File: config.mk
export PLATFORM = sky130hd
export DESIGN_NAME = dcache_miss_ctrl
export DESIGN_NICKNAME = d
export VERILOG_FILES = /design/src/rtl/dcache_miss_ctrl.sv
export SDC_FILE = /design/constraint.sdc
export NUM_CORES = 1
export LEC_CHECK = 0
export ABC_AREA = 1
export BUFFER_PORTS_ARGS = -buffer_cell sky130_fd_sc_hd__buf_2
export CORE_ASPECT_RATIO = 1.2
export CORE_MARGIN = 2
export CORE_UTILIZATION = 35
export DETAILED_ROUTE_END_ITERATION = 8
export MAX_ROUTING_LAYER = met4
export SLEW_MARGIN = 25
export SYNTH_ARGS = -nofsm -noshare
export SYNTH_HDL_FRONTEND = slang
export SYNTH_SLANG_ARGS = --single-unit
File: constraint.sdc
create_clock -name clk -period 1.9 [get_ports clk]
set_input_delay 0.38 -clock clk [delete_from_list [all_inputs] [get_ports clk]]
set_output_delay 0.38 -clock clk [all_outputs]
set_load 0.02 [all_outputs]
File: src/rtl/dcache_miss_ctrl.sv
module dcache_miss_ctrl #(
  parameter int unsigned TIMEOUT = 64,
  parameter int unsigned CNT_W   = 16
) (
  input  logic             clk,
  input  logic             rst,
  input  logic             req1,
  input  logic             req2,
  input  logic             hit1,
  input  logic             hit2,
  input  logic [31:0]      a1,
  input  logic [31:0]      a2,
  input  logic             mem_gnt,
  input  logic             mem_valid,
  output logic             mem_req,
  output logic [31:0]      mem_addr,
  output logic             ready,
  output logic             stall,
  output logic             svc_port,
  output logic [CNT_W-1:0] miss_cnt,
  output logic             timeout_err
);

  localparam int unsigned TO_W = (TIMEOUT > 1) ? $clog2(TIMEOUT) : 1;
  localparam logic [TO_W-1:0] TO_LAST = TO_W'(TIMEOUT - 1);

  typedef enum logic [1:0] {
    S_IDLE,
    S_REQ,
    S_WAIT,
    S_FILL
  } state_t;

  state_t          state_q, state_d;
  logic [TO_W-1:0] to_cnt;
  logic            m1, m2;
  logic            svc_req;
  logic            abort;
  logic            unused_bits;

  assign m1          = req1 & ~hit1;
  assign m2          = req2 & ~hit2;
  assign svc_req     = svc_port ? req2 : req1;
  assign stall       = (state_q != S_IDLE) | m1 | m2;
  assign unused_bits = ^{a1[5:0], a2[5:0]};

  always_ff @(posedge clk or negedge rst) begin
    if (!rst) state_q <= S_IDLE;
    else      state_q <= state_d;
  end

  // ready is decoded from FILL so a port that dropped its request mid-miss
  // sees no refill strobe, while the transaction itself still completes.
  always_comb begin
    state_d = state_q;
    mem_req = 1'b0;
    ready   = 1'b0;
    abort   = 1'b0;
    case (state_q)
      S_IDLE: if (m1 || m2) state_d = S_REQ;
      S_REQ: begin
        mem_req = 1'b1;
        if (mem_gnt) state_d = S_WAIT;
      end
      S_WAIT: begin
        if (mem_valid) begin
          state_d = S_FILL;
        end else if (to_cnt == TO_LAST) begin
          state_d = S_IDLE;
          abort   = 1'b1;
        end
      end
      S_FILL: begin
        ready   = svc_req;
        state_d = S_IDLE;
      end
      default: state_d = S_IDLE;
    endcase
  end

  always_ff @(posedge clk or negedge rst) begin
    if (!rst) begin
      mem_addr    <= '0;
      svc_port    <= 1'b0;
      to_cnt      <= '0;
      miss_cnt    <= '0;
      timeout_err <= 1'b0;
    end else begin
      if (state_q == S_IDLE) begin
        if (m1) begin
          svc_port <= 1'b0;
          mem_addr <= {a1[31:6], 6'b0};
        end else if (m2) begin
          svc_port <= 1'b1;
          mem_addr <= {a2[31:6], 6'b0};
        end
      end
      to_cnt <= (state_q == S_WAIT) ? to_cnt + 1'b1 : '0;
      if (abort) timeout_err <= 1'b1;
      if (ready && (miss_cnt != '1)) miss_cnt <= miss_cnt + 1'b1;
    end
  end

endmodule
==> results of run 1 <==
-- metrics by stage --
step | area, um2 | setup slack (ps) | util [%]
after floorplan | 2720 | 192 | -
after global placement | 3350 | 285 | 44.2
after detailed placement | 3350 | 268 | 44.2
after CTS | 3460 | 111 | 45.6
after global routing | 3460 | 77.6 | 45.6
final | 3460 | 147 | 45.6
-- cell families after synthesis --
logic type,count (synthesis),synth area share [%]
xor gates and xnor gates,8,2.60
and+or+nand+nor,207,30.5
AOI/OAI and AO/OA,43,9.83
other,1,0.139
adders and majority gates,2,0.927
buffers and inverters,45,7.79
DFF,52,48.2
-- flip-flops by register name, summed over array words and instances, names as in the netlist --
register     flops
svc_port         1
miss_cnt        16
to_cnt           6
state_q          2
mem_addr        26
timeout_err      1
-- area by class of cell --
class                      count  area [um2]
sequential                    52        1300
inverter                      28         105
timing repair buffer         113         621
fill                         770        4120
multi-input combinational    266        1210
clock inverter                 2        35.0
tap                           92         115
clock buffer                   6        72.6
-- cell usage in the layout (no fill, tap or decap) --
cell	n
clkbuf_1	1
a31oi_1	26
xnor2_1	6
clkbuf_8	5
bufinv_16	1
nand2_2	2
inv_2	1
nand3_2	1
buf_2	106
inv_1	25
buf_12	3
o21ai_0	10
o31ai_1	1
xor2_1	2
nor2_1	51
clkinv_1	2
conb_1	6
buf_4	4
o21ai_4	1
nand2_1	134
a21oi_1	4
nor2_2	1
clkinv_2	1
nand4_1	8
nand3_1	10
dfrtp_1	52
a21oi_2	1
ha_1	2
-- worst max-delay path by stage --
| stage | from | end | slack (ps) | depth (start not counted) |
|---|---|---|---|---|
| 2_1_floorplan | miss_cnt[0]$_DFFE_PN0P_ | miss_cnt[0]$_DFFE_PN0P_ | 190 | 9 |
| 3_3_place_gp | miss_cnt[1]$_DFFE_PN0P_ | miss_cnt[6]$_DFFE_PN0P_ | 280 | 7 |
| 3_5_place_dp | req1 | mem_addr[25]$_DFFE_PN0P_ | 270 | 8 |
| 4_1_cts | svc_port$_DFFE_PN0P_ | ready | 110 | 4 |
| 5_1_grt | svc_port$_DFFE_PN0P_ | ready | 80 | 4 |
| 6_report | svc_port$_DFFE_PN0P_ | ready | 150 | 4 |
-- power groups by stage --
stage / combinational, mW / sequential [mW] / clock (mW)
CTS: 1.70 / 1.69 / 0.788
detailed placement: 1.70 / 1.70 / 0
finish: 1.67 / 1.69 / 0.769
floorplan: 0.703 / 2.08 / 0
global placement: 1.69 / 1.69 / 0
global route: 1.84 / 1.73 / 0.817
-- layer usage --
metal / GRT usage (%) / up-vias
met2: 30.0 / 92
li1: - / 1342
met5: - / -
met4: 4.59 / 0
met3: 4.11 / 4
met1: 18.7 / 1177
==> flow_metrics.py, run 1 <==
metrics = {
    "sta": {
        "rsz0062_at_grt": "no",
        "finalSetupViolations": 0,
        "fin_skew_ps": 6.11,
        "fmax_mhz": 570,
        "tns_ps": 0,
        "period_minus_slack_ps": 1750,
        "fin_crit_sh_pct": 92.3,
        "hold_ws_ps": 41.8,
        "relSlewSlack_pct": 64.8,
        "worstMarginPinSlew_ps": 528,
        "slew_violations": 0,
        "hold_violations": 0,
    },
    "routing": {
        "vias_per_cell": 4.68,
        "drt_iter0_markers": 95,
        "drtAntennaViolNets": 0,
        "firstDrtPassIters": 4,
        "met2WireLength_mm": 3.21,
        "wl_mm": 6.70,
        "vias": 2615,
        "dr_wl_met3_um": 472,
        "route.detailed.wl_per_inst_um": 12.0,
        "drc": 0,
        "met1_length_mm": 2.96,
        "routed.top_layer": "met4",
    },
    "placement": {
        "place.gp.congestion": 0.800,
        "io_buffers": 106,
        "hpwl_mm": 5.09,
        "dp.cells": 551,
    },
    "clock_network": {
        "postCtsSetupBuffers": 0,
        "clk_path_buf_depth": 2,
        "clock-sinks": 52,
        "numCtsBuffers": 5,
        "clk_latency_ps": 300,
        "hold_buffers": 0,
        "clk_pin_slew_worst_paths_ps": 100,
        "cts-root-buf": "clkbuf_8",
        "htreeDepth": 2,
        "ctsResizeCount": 0,
        "cts_tree": "done",
    },
    "pwr": {
        "power_frac_seq_pct": 40.8,
        "worst_ir_drop_vdd_mv": 0.644,
        "switching_share_pct": 40.7,
        "p_comb_share_pct": 40.5,
        "power.switching_mw": 1.68,
        "p_int_mw": 2.45,
        "p_leak_nw": 1.75,
        "p_total_mw": 4.13,
        "clockPowerShare_pct": 18.6,
        "powerDensity_nw_per_um2": 1190,
    },
    "synth": {
        "ys.flop_type": "dfrtp_1",
        "synth.most_common_cell": "nand2_1",
        "synth_area_um2": 2700,
        "synth-edff-count": 0,
        "yosysTopAreaCell": "dfrtp_1",
        "ys_warn_count": 0,
        "synth_top_area_share_pct": 48.2,
        "postSynthAreaPerCell_um2": 7.54,
        "async_reset_ff_share_pct": 100,
        "yosysUniqueCellTypes": 25,
        "synth-seq-area-share_pct": 48.2,
        "ys_seq_elements": 52,
        "syn_inst": 358,
        "ys_top_cells_by_count": "134 x nand2_1, 52 x dfrtp_1, 51 x nor2_1",
        "synthTopCellsByArea": "dfrtp_1 48%, nand2_1 19%, nor2_1 7.1%",
    },
    "setup_path": {
        "crit_path_top_delay_cell": "dfrtp_1",
        "arrival_ps": 1370,
        "path_delay_family": "flip-flops",
        "max_stage_delay_ps": 430,
        "worstPathRequired_ps": 1520,
        "crit_path_cell_trace": "inv_1 > nand2_1 > a21oi_2 > buf_2",
        "path_class": "reg2out",
        "regToRegSetupSlack_ps": 270,
        "end_kind": "output port",
        "cp.buffers_inverters": 2,
        "worstRegToRegCells": 8,
        "start_kind": "register",
        "r2r-start": "miss_cnt[1]$_DFFE_PN0P_",
        "path_max_fanout": 4,
        "r2r-end": "miss_cnt[6]$_DFFE_PN0P_",
    },
    "final_layout": {
        "final_cells": 559,
        "nets": 540,
        "antenna_cells": 0,
        "syn2layout_area_growth_pct": 28.0,
        "drive_gt1_share_pct": 27.2,
    },
    "die": {
        "placementRows": 35,
        "coreArea_um2": 7580,
        "io-pin-count": 125,
        "dieArea_um2": 8430,
        "start_util_pct": 35.6,
        "die_height_um": 100,
        "die_w_um": 84.2,
    },
    "grt": {
        "antenna_found_initial": 0,
        "grtUsageTotal_pct": 16.8,
        "grt-ovfl-total": 0,
        "grt_max_degree": 53,
        "grt_first_pass_wirelength_mm": 11.3,
        "grt_pass1_vias": 2574,
    },
    "job": {
        "maxCapViolCount": 0,
    },
    "run_status": {
        "status": "finished, final reports clean",
    },
    "min_path": {
        "hp-class": "in2async",
    },
}
Note: power is estimated with default switching activity, not from simulation.
==> run 2: changes to the inputs <==
--- a/config.mk
+++ b/config.mk
@@ -5,13 +5,13 @@
 export SDC_FILE = /design/constraint.sdc
 export NUM_CORES = 1
 export LEC_CHECK = 0
-export ABC_AREA = 1
 export BUFFER_PORTS_ARGS = -buffer_cell sky130_fd_sc_hd__buf_2
 export CORE_ASPECT_RATIO = 1.2
 export CORE_MARGIN = 2
-export CORE_UTILIZATION = 35
+export CORE_UTILIZATION = 46
 export DETAILED_ROUTE_END_ITERATION = 8
 export MAX_ROUTING_LAYER = met4
+export PLACE_DENSITY = 0.8
 export SLEW_MARGIN = 25
 export SYNTH_ARGS = -nofsm -noshare
 export SYNTH_HDL_FRONTEND = slang
==> flow_metrics.py, run 2 <==
metrics = {
    "final_layout": {
        "fillers": 454,
        "final_common_cell": "buf_2",
        "top_register": "mem_addr",
        "largest_reg_flops": 26,
        "reg_top3": "mem_addr: 26 flops, miss_cnt: 16 flops, to_cnt: 6 flops",
        "drive_gt1_share_pct": 38.7,
        "nets": 422,
        "layout_common_cells": "106 x buf_2, 52 x dfrtp_1, 35 x nand2_1, 26 x o21ai_0, 26 x mux2i_1",
        "syn2layout_area_growth_pct": 29.1,
        "antenna_cells": 0,
    },
    "clock_network": {
        "postCtsSetupBuffers": 0,
        "cts_tree": "done",
        "htreeDepth": 2,
        "clk_latency_ps": 290,
        "clk_path_buf_depth": 2,
        "ctsResizeCount": 0,
        "numCtsBuffers": 5,
        "clk_pin_slew_worst_paths_ps": 90,
        "clock-sinks": 52,
        "cts-root-buf": "clkbuf_8",
        "hold_buffers": 0,
    },
    "grt": {
        "grt_max_degree": 54,
        "grt_pass1_vias": 2028,
        "grtUsageTotal_pct": 19.3,
        "grt_first_pass_wirelength_mm": 9.05,
        "grt-ovfl-total": 0,
        "antenna_found_initial": 0,
    },
    "setup_path": {
        "path_max_fanout": 10,
        "worstPathRequired_ps": 1520,
        "end_kind": "output port",
        "start_kind": "register",
        "path_class": "reg2out",
        "arrival_ps": 1420,
    },
    "die": {
        "coreArea_um2": 5300,
        "start_util_pct": 47.6,
        "placementRows": 29,
        "die_w_um": 71.6,
        "dieArea_um2": 6090,
        "io-pin-count": 125,
        "die_height_um": 85.1,
    },
    "synth": {
        "synth-edff-count": 0,
        "synth-seq-area-share_pct": 51.6,
        "ys_top_cells_by_count": "52 x dfrtp_1, 35 x nand2_1, 26 x mux2i_1, 26 x o21ai_0, 13 x xor2_1",
        "ys_seq_elements": 52,
        "synth_top_area_share_pct": 51.6,
        "yosysUniqueCellTypes": 39,
        "syn_inst": 238,
        "synth_area_um2": 2520,
        "synthTopCellsByArea": "dfrtp_1 52%, mux2i_1 10%, nand2_1 5.2%",
        "ys.flop_type": "dfrtp_1",
        "async_reset_ff_share_pct": 100,
        "postSynthAreaPerCell_um2": 10.6,
        "ys_warn_count": 0,
        "synth.most_common_cell": "dfrtp_1",
        "yosysTopAreaCell": "dfrtp_1",
    },
    "sta": {
        "rsz0062_at_grt": "no",
        "hold_ws_ps": 53.6,
        "fmax_mhz": 555,
        "slew_violations": 0,
        "fin_skew_ps": 7.88,
        "hold_violations": 0,
        "fin_crit_sh_pct": 94.8,
        "period_minus_slack_ps": 1800,
        "tns_ps": 0,
        "setup_slack_ps": 99.3,
        "finalSetupViolations": 0,
    },
    "job": {
        "maxCapViolCount": 0,
    },
    "min_path": {
        "hp-class": "in2async",
    },
    "routing": {
        "drc": 0,
        "met2WireLength_mm": 2.86,
        "dr_wl_met3_um": 252,
        "met1_length_mm": 2.16,
        "vias": 2080,
        "firstDrtPassIters": 4,
        "route.detailed.wl_per_inst_um": 13.1,
        "vias_per_cell": 5.06,
        "drtAntennaViolNets": 0,
        "routed.top_layer": "met4",
        "wl_mm": 5.38,
        "drt_iter0_markers": 102,
    },
    "run_status": {
        "status": "finished, final reports clean",
    },
    "pwr": {
        "p_leak_nw": 1.83,
        "powerDensity_nw_per_um2": 1200,
        "worst_ir_drop_vdd_mv": 0.613,
    },
    "placement": {
        "place_ws_ps": 99.9,
        "io_buffers": 106,
        "place.gp.congestion": 0.769,
        "hpwl_mm": 4.15,
    },
}
-- run 2: cell count changes after synthesis, sizes merged, moves of 5 or more --
| cell | previous run | this run |
|---|---|---|
| nand2 | 136 | 36 |
| nor2 | 52 | 8 |
| a31oi | 26 | 0 |
| mux2i | 0 | 26 |
| inv | 26 | 3 |
| o21ai | 11 | 29 |
| xor2 | 2 | 13 |
| nor4 | 0 | 7 |
| mux2 | 0 | 5 |
-- run 2: cell type report --
cell class / instances / area (um2) / area share [%]
well taps: 62 / 77.6 / 2.38
clock inverters: 2 / 35.0 / 1.08
flip-flops and latches: 52 / 1300 / 40.0
repair buffers: 115 / 611 / 18.8
clock buffers: 6 / 72.6 / 2.23
inverters: 3 / 11.3 / 0.346
multi-input cells: 171 / 1150 / 35.2
-- run 2: per-stage QoR --
step | total power, mW | cells | instance area (um2) | utilization [%]
after floorplan | 2.60 | 243 | 2540 | -
after global placement | 3.13 | 403 | 3140 | 59.2
after detailed placement | 3.20 | 403 | 3140 | 59.2
after CTS | 3.95 | 411 | 3240 | 61.2
after global routing | 4.16 | 411 | 3250 | 61.4
final | 3.89 | 411 | 3250 | 61.4
-- run 2: kinds of logic (layout without fill, tap and decap cells) --
family | Yosys count | after routing | synth area share [%]
mux | 31 | 31 | 12.6
fa+ha+maj | 2 | 2 | 0.992
xor+xnor | 15 | 15 | 5.21
flops | 52 | 52 | 51.6
other cells | 1 | 6 | 0.149
buf+inv | 20 | 126 | 4.22
simple gates | 83 | 83 | 18.0
compound gates | 34 | 34 | 7.25
-- run 2: routing by layer --
layer | GRT usage [%] | vias to the layer above
met3 | 3.09 | 8
met4 | 8.75 | 0
met2 | 33.3 | 59
met5 | - | -
li1 | - | 1036
met1 | 21.6 | 977
-- run 2: final timing paths --
path / startpoint / end / slack, ps / cells past startpoint
max: svc_port$_DFFE_PN0P_ / ready / 100 / 4
min: rst / mem_addr[14]$_DFFE_PN0P_ / 50 / 2
max reg2reg: miss_cnt[6]$_DFFE_PN0P_ / miss_cnt[15]$_DFFE_PN0P_ / 140 / 4
min reg2reg: to_cnt[0]$_DFF_PN0_ / to_cnt[0]$_DFF_PN0_ / 470 / 1
max in group asynchronous: rst / timeout_err$_DFFE_PN0P_ / 1610 / 2
min in group clk: mem_valid / state_q[0]$_DFFE_PN0P_ / 340 / 3
-- run 2: critical path, cell delays in order (launching register included) --
cell,delay [ps]
dfrtp_1,380
mux2_2,400
nand2_4,150
inv_1,50
buf_2,150
-- run 2: power by group --
group | internal (mW) | total, mW | switching [mW]
clock | 0.391 | 0.730 | 0.339
sequential | 1.44 | 1.65 | 0.208
combinational | 0.535 | 1.51 | 0.980
